### src/rtl/loader_pkg.sv
// -----------------------------------------------------------------------------
// loader_pkg
// Shared definitions for the initial-program loader: FSM state encoding,
// host command codes and response bytes.
// Also provides the default text memory address width when the including
// build does not supply one.
// -----------------------------------------------------------------------------
`ifndef ADDR_WIDTH
`define ADDR_WIDTH 13
`endif

package loader_pkg;

    typedef enum logic [3:0] {
        S_IDLE,
        S_ADDR_LO,
        S_ADDR_HI,
        S_CNT_LO,
        S_CNT_HI,
        S_DATA0,
        S_DATA1,
        S_DATA2,
        S_CSUM,
        S_RESP
    } state_t;

    localparam logic [7:0] CMD_LOAD = 8'h01;
    localparam logic [7:0] CMD_RUN  = 8'h02;
    localparam logic [7:0] RSP_ACK  = 8'h06;
    localparam logic [7:0] RSP_NAK  = 8'h15;

endpackage

### src/rtl/text_loader.sv
// -----------------------------------------------------------------------------
// text_loader
// Write-side master for the CPU instruction memory. Parses framed bytes from
// the host link, assembles 18-bit words {b2[1:0], b1, b0} and writes them to
// consecutive text memory addresses, holds the CPU in reset while loading and
// answers every frame with one ACK/NAK byte.
//
// Ports:
//   clk, rst_n             clock, asynchronous active-low reset
//   rx_data/valid/ready    inbound byte stream (transfer on valid & ready)
//   tx_data/valid/ready    response byte (transfer on valid & ready)
//   mem_addr/wr/wr_data    registered one-cycle text memory write port
//   cpu_hold               1 = keep the CPU in reset
// -----------------------------------------------------------------------------
module text_loader
    import loader_pkg::*;
#(
    parameter int ADDR_WIDTH     = `ADDR_WIDTH,
    parameter int TIMEOUT_CYCLES = 1_000_000
) (
    input  logic                  clk,
    input  logic                  rst_n,
    input  logic [7:0]            rx_data,
    input  logic                  rx_valid,
    output logic                  rx_ready,
    output logic [7:0]            tx_data,
    output logic                  tx_valid,
    input  logic                  tx_ready,
    output logic [ADDR_WIDTH-1:0] mem_addr,
    output logic                  mem_wr,
    output logic [17:0]           mem_wr_data,
    output logic                  cpu_hold
);

    localparam int TMO_W = $clog2(TIMEOUT_CYCLES + 1);

    state_t                state, state_next;
    logic                  rx_ready_q;
    logic                  accept;
    logic [7:0]            lo_q;        // low byte of address or count
    logic [7:0]            b0_q, b1_q;
    logic [7:0]            csum_q;
    logic [7:0]            rsp_q, rsp_next;
    logic [15:0]           cnt_q;       // N, words in this frame
    logic [15:0]           word_cnt_q;  // k, words consumed so far
    logic [ADDR_WIDTH-1:0] wr_addr_q;   // start + k
    logic                  err_q;
    logic [TMO_W-1:0]      tmo_q;
    logic                  in_frame;
    logic                  tmo_hit;
    logic                  b2_ok;
    logic                  last_word;

    // rx_ready is registered so that it stays low throughout reset and rises
    // on the first edge after release; it always mirrors "state != RESP".
    assign rx_ready  = rx_ready_q;
    assign accept    = rx_valid & rx_ready_q;
    assign tx_valid  = (state == S_RESP);
    assign tx_data   = rsp_q;

    assign in_frame  = (state != S_IDLE) && (state != S_RESP);
    // tmo_q counts idle cycles already elapsed; the TIMEOUT_CYCLES-th idle
    // cycle is the one that fires.
    assign tmo_hit   = in_frame && !accept && (tmo_q == TMO_W'(TIMEOUT_CYCLES - 1));
    assign b2_ok     = (rx_data[7:2] == 6'd0);
    assign last_word = ((word_cnt_q + 16'd1) == cnt_q);

    always_ff @(posedge clk or negedge rst_n) begin
        if (!rst_n) begin
            state <= S_IDLE;
        end else begin
            state <= state_next;
        end
    end

    always_comb begin
        state_next = state;
        rsp_next   = rsp_q;
        case (state)
            S_IDLE: begin
                if (accept) begin
                    if (rx_data == CMD_LOAD) begin
                        state_next = S_ADDR_LO;
                    end else if (rx_data == CMD_RUN) begin
                        state_next = S_RESP;
                        rsp_next   = RSP_ACK;
                    end else begin
                        state_next = S_RESP;
                        rsp_next   = RSP_NAK;
                    end
                end
            end
            S_ADDR_LO: if (accept) state_next = S_ADDR_HI;
            S_ADDR_HI: if (accept) state_next = S_CNT_LO;
            S_CNT_LO:  if (accept) state_next = S_CNT_HI;
            S_CNT_HI: begin
                if (accept) begin
                    state_next = ({rx_data, lo_q} != 16'd0) ? S_DATA0 : S_CSUM;
                end
            end
            S_DATA0:   if (accept) state_next = S_DATA1;
            S_DATA1:   if (accept) state_next = S_DATA2;
            S_DATA2: begin
                if (accept) begin
                    state_next = last_word ? S_CSUM : S_DATA0;
                end
            end
            S_CSUM: begin
                if (accept) begin
                    state_next = S_RESP;
                    rsp_next   = ((rx_data == csum_q) && !err_q) ? RSP_ACK : RSP_NAK;
                end
            end
            S_RESP: begin
                if (tx_ready) state_next = S_IDLE;
            end
            default: state_next = S_IDLE;
        endcase
        if (tmo_hit) begin
            state_next = S_RESP;
            rsp_next   = RSP_NAK;
        end
    end

    always_ff @(posedge clk or negedge rst_n) begin
        if (!rst_n) begin
            rx_ready_q  <= 1'b0;
            rsp_q       <= 8'h00;
            lo_q        <= 8'h00;
            b0_q        <= 8'h00;
            b1_q        <= 8'h00;
            csum_q      <= 8'h00;
            cnt_q       <= 16'd0;
            word_cnt_q  <= 16'd0;
            wr_addr_q   <= '0;
            err_q       <= 1'b0;
            tmo_q       <= '0;
            mem_wr      <= 1'b0;
            mem_addr    <= '0;
            mem_wr_data <= 18'd0;
            cpu_hold    <= 1'b1;
        end else begin
            rx_ready_q <= (state_next != S_RESP);
            rsp_q      <= rsp_next;
            mem_wr     <= 1'b0;

            if (!in_frame || accept) begin
                tmo_q <= '0;
            end else begin
                tmo_q <= tmo_q + TMO_W'(1);
            end

            if (accept) begin
                // Checksum covers every byte after the command byte; the
                // value added while in CSUM is never used.
                if (state == S_IDLE) begin
                    csum_q <= 8'h00;
                end else begin
                    csum_q <= csum_q + rx_data;
                end

                case (state)
                    S_IDLE: begin
                        err_q      <= 1'b0;
                        word_cnt_q <= 16'd0;
                        if (rx_data == CMD_LOAD) cpu_hold <= 1'b1;
                        if (rx_data == CMD_RUN)  cpu_hold <= 1'b0;
                    end
                    S_ADDR_LO: lo_q      <= rx_data;
                    S_ADDR_HI: wr_addr_q <= ADDR_WIDTH'({rx_data, lo_q});
                    S_CNT_LO:  lo_q      <= rx_data;
                    S_CNT_HI:  cnt_q     <= {rx_data, lo_q};
                    S_DATA0:   b0_q      <= rx_data;
                    S_DATA1:   b1_q      <= rx_data;
                    S_DATA2: begin
                        // A malformed word still consumes its address slot.
                        if (b2_ok) begin
                            mem_wr      <= 1'b1;
                            mem_addr    <= wr_addr_q;
                            mem_wr_data <= {rx_data[1:0], b1_q, b0_q};
                        end else begin
                            err_q <= 1'b1;
                        end
                        wr_addr_q  <= wr_addr_q + ADDR_WIDTH'(1);
                        word_cnt_q <= word_cnt_q + 16'd1;
                    end
                    default: ;
                endcase
            end
        end
    end

endmodule

### config.mk
export PLATFORM = sky130hd
export DESIGN_NAME = text_loader
export DESIGN_NICKNAME = d
export VERILOG_FILES = /design/src/rtl/loader_pkg.sv /design/src/rtl/text_loader.sv
export SDC_FILE = /design/constraint.sdc
export NUM_CORES = 1
export LEC_CHECK = 0
export ABC_AREA = 1
export BUFFER_PORTS_ARGS = -buffer_cell sky130_fd_sc_hd__buf_2
export CORE_ASPECT_RATIO = 1.5
export CORE_UTILIZATION = 65
export CTS_CLUSTER_SIZE = 8
export DETAILED_ROUTE_END_ITERATION = 7
export PLACE_DENSITY = 0.87
export SYNTH_ARGS = -nofsm -noshare
export SYNTH_HDL_FRONTEND = slang
export SYNTH_SLANG_ARGS = --single-unit
### constraint.sdc
create_clock -name clk -period 3.1 [get_ports clk]
set_clock_uncertainty 0.1 [all_clocks]
set_input_delay 0.775 -clock clk [delete_from_list [all_inputs] [get_ports clk]]
set_output_delay 0.775 -clock clk [all_outputs]
set_load 0.1 [all_outputs]
==> run metrics, run 1 <==
TNS Setup 0 ps; type of destination of the critical path output pin; postcts setup bufs 0; clock root buffer clkbuf_16; Num CTS Buffers 17; First-pass DRT Iterations 5; Crit-path slowest cell buf_2; placed cell count 1053; HP Class in -> async; share of the synthesized area in the top cell type 48.71%; Critical R2R Capture mem_wr_data[16]; drt initial violations 412; Reg2Reg Depth 11; post-synthesis sequential area ratio 49.08%; Final Instance Area 8036 um2; Max stage delay on crit path 500 ps; die area 11340 um2; Final Hold Fails 0; Final Wtd Congestion 0.9777; EDFF count, synth 0; post-synthesis adder-cell area fraction 2.047%; post-CTS resize count 0; total wire length 17.16 mm; first-pass GRT wire length 28.40 mm; drt via density 5.706; mux contribution to synthesized area 0.4765%; Syn Std Cell Area 7089 um2; initial core utilization 66.94%; Yosys reg bits 139; CP startpoint kind flop; Syn Area/Cell 8.121 um2; share of cells above drive strength 1 14.13%; status complete, no violations; Compound-Gate Fraction of Synth Area 11.81%; main combinational cell family by area after synthesis simple AND/OR/NAND/NOR gates; final setup violation count 0; Clock Sinks 139; CP cell instances inv_2, nor2_1, inv_1, nor3_2, buf_2; final net count 951; pre-CTS setup slack 417.2 ps; # DRC 0; top cell type by total area after synthesis dfrtp_1; Worst VDD drop 0.0005673 V; fmax 0.3579 GHz; post-layout min period 2794 ps; met2 wire len 8.812 mm; hold buffers post-CTS 0; ant diodes 0; DIE HEIGHT 129.9 um; IO buf count 50; Pleak 3.928 nW; area delta synth->final 13.36%; CTS tree built; Slew HR 58.09%; CP arrival 1920 ps; Max-Cap Viols 0; WL met3 917 um; vias in the first global route 6026; RSZ-0062 raised after global routing no; placed cell areas 7475 um2; synth unique cells 47; largest net degree at the start of global routing 66; Crit path required time 2220 ps; Core Region 10590 um2; Clock Path Buffers 2; Routed Antenna Nets 0; Syn Inst Count 873; clk_lat worst skew 420 ps; clk slew on worst S/H paths 60 ps; pwr/cell area 782.9 nW/um2; All-Layer GR Usage 32.94%; row count 46; initial antenna violation count 0; CP Class reg -> out; Final Cycle Share 90.13%; RR Startpoint state[2]; flop-to-flop setup slack 750 ps; top-count cell post-synth nand2_1; Async SR Flop Fraction 100.0%; Top FF cell, synth dfrtp_1; H-tree depth 4; worst setup margin 305.9 ps; Warnings, synthesis 0; Metal-1 WL 6.707 mm; Top Ports 55; worst slew pin tran 628.7 ps; die width 87.27 um; CP Max Fanout 5; dpl hpwl 11.64 mm; most common library cells after synthesis 238 x nand2_1, 138 x dfrtp_1, 93 x inv_1; xor/xnor share of the synthesized area 1.800%; Synth area leaders dfrtp_1 49%, nand2_1 13%, o21ai_0 5.5%, inv_1 4.9%, nor2_1 3.5%; FILL cells 810; Vias 6191; wire per inst 15.82 um; Synth Area in Simple Gates 27.21%; Slew Viols, Final 0; non-filler cells, final 1085; uppermost layer routed met4; GRT overflow 0
-- cell type report --
cell class	count	area, um2	share of cell area, %
multi-input combinational	610	3088	38.42
inverter	102	385.4	4.795
clock inverter	12	115.1	1.432
timing repair buffer	58	341.6	4.250
sequential	139	3480	43.30
clock buffer	20	446.7	5.558
tap	144	180.2	2.242
-- stage by stage --
step                      util [%]  power (mW)  hold slack (ps)
after global placement       70.58       4.257            351.8
after floorplan                  -       3.844            333.1
final                        75.89       6.292            259.7
after detailed placement     70.58       4.324            355.1
after global routing         75.89       6.637            305.9
after CTS                    75.89       6.273            283.3
-- logic make-up after synthesis --
| family | count (synthesis) |
|---|---|
| other cells | 1 |
| simple gates | 424 |
| compound gates | 155 |
| buf+inv | 127 |
| fa+ha+maj | 11 |
| mux | 3 |
| xor+xnor | 13 |
| flops | 139 |
-- metal layers --
layer | vias to the layer above | track usage [%]
met5 | - | 0
met4 | 0 | 17.16
met3 | 67 | 6.705
met2 | 258 | 55.19
met1 | 2890 | 40.07
li1 | 2976 | -
-- layout by cell type, fill, tap and decap left out, types with 13 or more instances in the layout --
cell	Yosys	layout
nor3_1	21	21
o22ai_1	15	15
nand4_1	13	13
nor2_1	66	66
buf_2	7	49
o21ai_0	78	78
nand3_1	41	41
clkbuf_16	0	17
nand2_1	238	238
inv_1	93	93
dfrtp_1	138	138
a21oi_1	30	30
o21ai_1	17	17
-- registers in the layout, indices dropped and copies added (netlist names), 13 cells and up --
signal and count:
wr_addr_q 13, tmo_q 20, mem_addr 13, cnt_q 16, mem_wr_data 18, word_cnt_q 16
-- how the worst max path moves through the flow --
stage          startpoint  cells past startpoint    endpoint  slack [ps]
2_1_floorplan    state[0]                      8  tx_data[2]         360
3_3_place_gp   rx_data[2]                     13   csum_q[7]         470
3_5_place_dp   rx_data[2]                     13   csum_q[7]         420
4_1_cts          state[0]                      5    tx_valid         330
5_1_grt          state[0]                      5    tx_valid         220
6_report         state[0]                      5    tx_valid         310
-- power breakdown --
| part | total, mW | switching (mW) | internal, mW |
|---|---|---|---|
| combinational | 1.80 | 1.23 | 0.570 |
| sequential | 2.57 | 0.356 | 2.22 |
| clock | 1.92 | 0.791 | 1.13 |
| total | 6.29 | 2.37 | 3.92 |
-- worst max-delay path, delay by kind of cell (launching register included) --
family	cells	cell delay (ps)
buffers and inverters	3	680
and+or+nand+nor	2	370
DFF	1	450
(Power assumes the default switching activity.)
==> inputs of run 2 (changes only) <==
--- a/config.mk
+++ b/config.mk
@@ -5,7 +5,6 @@
 export SDC_FILE = /design/constraint.sdc
 export NUM_CORES = 1
 export LEC_CHECK = 0
-export ABC_AREA = 1
 export BUFFER_PORTS_ARGS = -buffer_cell sky130_fd_sc_hd__buf_2
 export CORE_ASPECT_RATIO = 1.5
 export CORE_UTILIZATION = 65
==> run 2 against run 1 <==
  * Register-to-register slack worse by 420 ps
  * Hold slack worse by 48 ps
  * Clock power is 15% higher
  * First-iteration DRC count is 24% higher
  * Combinational power is 7% higher
  * Non-clock buffer count is 11 higher
  * Synthesized area is 2.2% lower
  * Clock-buffer cell count is 2 lower
  * Die area is 2.2% lower
  * Design area is 0.25% lower
  * Critical path type is now in -> reg
==> run metrics, run 2 <==
Slew Viols, Final 0; CP Max Fanout 8; Slew HR 58.09%; clk_lat worst skew 420 ps; H-tree depth 4; Async SR Flop Fraction 100.0%; area of the multi-input gates 3259 um2; First-pass DRT Iterations 5; most common cell after layout, fill and taps aside nand2_1; most frequent cells in the layout 145 x nand2_1, 138 x dfrtp_1, 58 x nor2_1; Clock Sinks 139; Clock Path Buffers 2; Synth area leaders dfrtp_1 50%, nand2_1 7.9%, mux2_2 6.5%, xor2_1 3.8%, o21ai_0 3.7%; drt via density 6.193; wire per inst 19.35 um; clk slew on worst S/H paths 60 ps; Final Cycle Share 94.61%; largest net degree at the start of global routing 62; Final Hold Fails 0; Top Ports 55; Crit path max-delay family compound AO/OA/AOI/OAI gates; worst slew pin tran 620.7 ps; dpl hpwl 11.99 mm; total wire length 18.09 mm; postcts setup bufs 0; register area 3480 um2; EDFF count, synth 0; row count 45; initial antenna violation count 0; Max stage delay on crit path 610 ps; first-pass GRT wire length 28.89 mm; top cell type by total area after synthesis dfrtp_1; Worst VDD drop 0.0006058 V; die width 86.31 um; RSZ-0062 raised after global routing no; CP cell instances buf_2, ha_1, a21o_1, a21oi_1, o21ai_0, o41ai_1, xor2_1, o311ai_0; Crit-path slowest cell o311ai_0; Num CTS Buffers 17; # DRC 0; vias in the first global route 5795; Crit path buffers/inverters 1; clock root buffer clkbuf_16; HP Class in -> async; pwr/cell area 863.6 nW/um2; ant diodes 0; status complete, no violations; share of the synthesized area in the top cell type 49.83%; Final Wtd Congestion 0.9141; Crit path required time 3250 ps; Routed Antenna Nets 0; final net count 804; Top FF cell, synth dfrtp_1; hold buffers post-CTS 0; max FFs per register 20; GRT overflow 0; Vias 5790; drt initial violations 512; most common library cells after synthesis 145 x nand2_1, 138 x dfrtp_1, 58 x nor2_1; post-layout min period 2933 ps; Yosys reg bits 139; CP arrival 3090 ps; Pleak 3.802 nW; All-Layer GR Usage 34.67%; post-layout util 78.23%; Max-Cap Viols 0; Warnings, synthesis 0; Core Region 10250 um2; CTS tree built; IO buf count 50; Tot Pwr 6.923 mW; Syn Std Cell Area 6930 um2; TNS Setup 0 ps; final setup violation count 0; post-synthesis sequential area ratio 50.21%; Syn Area/Cell 9.533 um2; synth unique cells 53; type of destination of the critical path flop; Syn Inst Count 727; DIE HEIGHT 128.5 um; die area 11090 um2; fmax 0.3409 GHz; CP startpoint kind input pin; initial core utilization 67.63%; FILL cells 685; post-CTS resize count 0; Top Registers tmo_q (20), mem_wr_data (18); area delta synth->final 15.67%; top-count cell post-synth nand2_1; largest reg by FF count tmo_q; CP Class in -> reg; share of cells above drive strength 1 19.52%
run 2: cell types whose count changed in the layout (fill, tap and decap cells not counted), sizes merged, moves of 10 or more:
cell and change:
nor2 -21, o22ai -10, nand3 -18, and3 +13, inv -89, mux2 +37, o21ai -42, xnor2 +16
buf +11, nand2 -100, xor2 +20
run 2: worst paths after layout:
path | end | depth (start not counted) | slack [ps] | startpoint
min in group clk | mem_wr_data[4] | 2 | 370 | b0_q[4]
setup reg to reg | csum_q[7] | 7 | 330 | csum_q[1]
max in group asynchronous | cpu_hold | 2 | 1990 | rst_n
hold / removal | word_cnt_q[6] | 1 | 210 | rst_n
setup / recovery | csum_q[7] | 8 | 170 | rx_data[1]
hold reg to reg | mem_wr_data[4] | 2 | 370 | b0_q[4]
run 2: cell type report:
class	count	share of cell area [%]
sequential	139	43.41
inverter	11	0.5151
clock buffer	18	5.478
clock inverter	14	2.607
timing repair buffer	69	5.135
multi-input combinational	543	40.66
tap	141	2.201
run 2: layer usage:
metal	vias up	GRT usage, %	wire length (um)
li1	2620	-	-
met1	2823	39.82	6584
met2	282	60.83	9558
met3	65	6.094	1120
met4	0	19.31	827
met5	-	0	0
run 2: kinds of logic (layout without fill, tap and decap cells):
logic type / after synthesis / count (layout) / synth area share, %
adder cells (fa/ha/maj): 11 / 11 / 2.094
buffers and inverters: 48 / 112 / 2.997
AO/OA/AOI/OAI: 120 / 120 / 9.893
other: 1 / 4 / 0.05411
flip-flops: 139 / 139 / 50.21
XOR/XNOR: 48 / 48 / 6.066
AND/OR/NAND/NOR: 317 / 317 / 21.75
multiplexers: 43 / 43 / 6.933
run 2: power by group:
group	switching, mW	internal [mW]
clock	0.827	1.39
combinational	1.15	0.781
sequential	0.526	2.25
total	2.50	4.42
run 2: through the flow:
step | hold slack, ps | instance area [um2] | cells | setup slack, ps
2_1_floorplan | 334.8 | 6942 | 730 | 281.7
3_3_place_gp | 343.8 | 7368 | 903 | 297.5
3_5_place_dp | 357.1 | 7368 | 903 | 209.8
4_1_cts | 234.0 | 8016 | 935 | 281.3
5_1_grt | 267.2 | 8016 | 935 | 174.5
6_report | 212.0 | 8016 | 935 | 166.9
==> inputs of run 3 (changes only) <==
--- a/config.mk
+++ b/config.mk
@@ -6,11 +6,13 @@
 export NUM_CORES = 1
 export LEC_CHECK = 0
 export BUFFER_PORTS_ARGS = -buffer_cell sky130_fd_sc_hd__buf_2
+export CELL_PAD_IN_SITES_DETAIL_PLACEMENT = 1
+export CELL_PAD_IN_SITES_GLOBAL_PLACEMENT = 1
 export CORE_ASPECT_RATIO = 1.5
-export CORE_UTILIZATION = 65
+export CORE_UTILIZATION = 50
 export CTS_CLUSTER_SIZE = 8
 export DETAILED_ROUTE_END_ITERATION = 7
-export PLACE_DENSITY = 0.87
+export PLACE_DENSITY = 0.86
 export SYNTH_ARGS = -nofsm -noshare
 export SYNTH_HDL_FRONTEND = slang
 export SYNTH_SLANG_ARGS = --single-unit
==> run 3 against run 2 <==
  * The flow now finishes with violations (DRC)
  * Non-clock buffer count rose by 2
  * Register-to-register slack lost 30 ps
  * Via count grew 2.4%
  * Global-route usage shrank 3.1 points
==> run metrics, run 3 (synthesis results as in run 2) <==
die area 14340 um2; ant diodes 0; final net count 806; WP depth 8; Critical R2R Capture state[0]; Crit path required time 3310 ps; All-Layer GR Usage 31.58%; Max stage delay on crit path 570 ps; drt initial violations 265; RR Startpoint word_cnt_q[0]; row count 52; Reg2Reg Depth 8; post-CTS resize count 0; flop-to-flop setup slack 300 ps; CP Class reg -> reg; CP cell instances ha_1, nand3_2, or4b_1, a21oi_1, o311ai_1, nor4_2, nand4_1, a21o_1; Crit path buffers/inverters 0; Core Region 13530 um2; dpl hpwl 14.22 mm; wire per inst 21.94 um; drt via density 6.191; IO buf count 50; die width 98.13 um; Slew Viols, Final 0; CP arrival 3010 ps; largest net degree at the start of global routing 64; first-pass GRT wire length 34.82 mm; Final Hold Fails 0; RSZ-0062 raised after global routing no; clock root buffer clkbuf_16; Final Cycle Share 90.27%; Crit-path slowest cell or4b_1; clk slew on worst S/H paths 70 ps; initial core utilization 51.21%; DIE HEIGHT 146.2 um; Slew HR 60.30%; Worst VDD drop 0.0004164 V; H-tree depth 4; Clock Path Buffers 2; Vias 5931; CTS tree built; most frequent cells in the layout 145 x nand2_1, 138 x dfrtp_1, 58 x nor2_1; failing checks DRC; worst slew pin tran 595.4 ps; Top Ports 55; Top Registers tmo_q (20), mem_wr_data (18); # DRC 1; pwr/cell area 874.2 nW/um2; largest reg by FF count tmo_q; Num CTS Buffers 17; fmax 0.3574 GHz; post-layout min period 2798 ps; Final Wtd Congestion 0.8939; final setup violation count 0; total wire length 21.02 mm; type of destination of the critical path flop; most common cell after layout, fill and taps aside nand2_1; GRT overflow 0; vias in the first global route 6609; hold buffers post-CTS 0; Routed Antenna Nets 0; TNS Setup 0 ps; Max-Cap Viols 0; Crit path max-delay family simple AND/OR/NAND/NOR gates; status complete, but fails checks; CP Max Fanout 13; post-layout util 59.54%; Pleak 3.818 nW; area delta synth->final 16.27%; max FFs per register 20; First-pass DRT Iterations 6; HP Class in -> async; clk_lat worst skew 430 ps; initial antenna violation count 0; postcts setup bufs 0; CP startpoint kind flop; Clock Sinks 139; share of cells above drive strength 1 19.72%
==> run 3: cell types whose count changed in the layout (fill, tap and decap cells not counted), sizes merged <==
| cell | change |
|---|---|
| buf | +2 |
| inv | +2 |
| clkinv | -1 |
| clkinvlp | -1 |
==> run 3: worst max path at each step <==
| stage | startpoint | to |
|---|---|---|
| floorplan | state[2] | tx_valid |
| global placement | rx_data[2] | tx_data[1] |
| detailed placement | rx_data[2] | tx_data[1] |
| CTS | word_cnt_q[0] | state[0] |
| global route | word_cnt_q[0] | state[0] |
| finish | word_cnt_q[0] | state[0] |
==> run 3: power by group <==
part | switching, mW | internal (mW)
registers | 0.526 | 2.25
clock network | 0.876 | 1.39
logic | 1.21 | 0.787
==> run 3: area by class of cell <==
class	count	area, um2
Timing Repair Buffer	71	426.7
Clock buffer	18	439.2
Fill cell	1539	5475
Tap cell	162	202.7
Sequential cell	139	3480
Inverter	11	41.29
Clock inverter	14	209.0
Multi-Input combinational cell	543	3259
==> run 3: stage by stage <==
step | cell area (um2) | worst slack, ps | cells | power (mW) | hold slack, ps
final | 8058 | 301.7 | 958 | 7.044 | 211.4
after global routing | 8058 | 75.96 | 958 | 7.365 | 271.1
after CTS | 8058 | 300.5 | 958 | 7.030 | 251.0
after detailed placement | 7410 | 137.3 | 926 | 4.677 | 357.3
after global placement | 7410 | 194.8 | 926 | 4.505 | 346.6
after floorplan | 6942 | 281.7 | 730 | 4.029 | 334.8
==> run 3: per-layer routing <==
layer / track usage [%] / vias to the layer above / wire, um
met3: 5.649 / 85 / 769
li1: - / 2625 / -
met4: 19.39 / 0 / 1215
met5: 0 / - / 0
met2: 55.88 / 195 / 11160
met1: 34.86 / 3026 / 7874
==> run 3: worst register-to-register path: stages (launching register included) <==
cell and delay [ps]:
dfrtp_1 450, ha_1 290, nand3_2 250, or4b_1 570
a21oi_1 140, o311ai_1 170, nor4_2 240, nand4_1 230
a21o_1 250
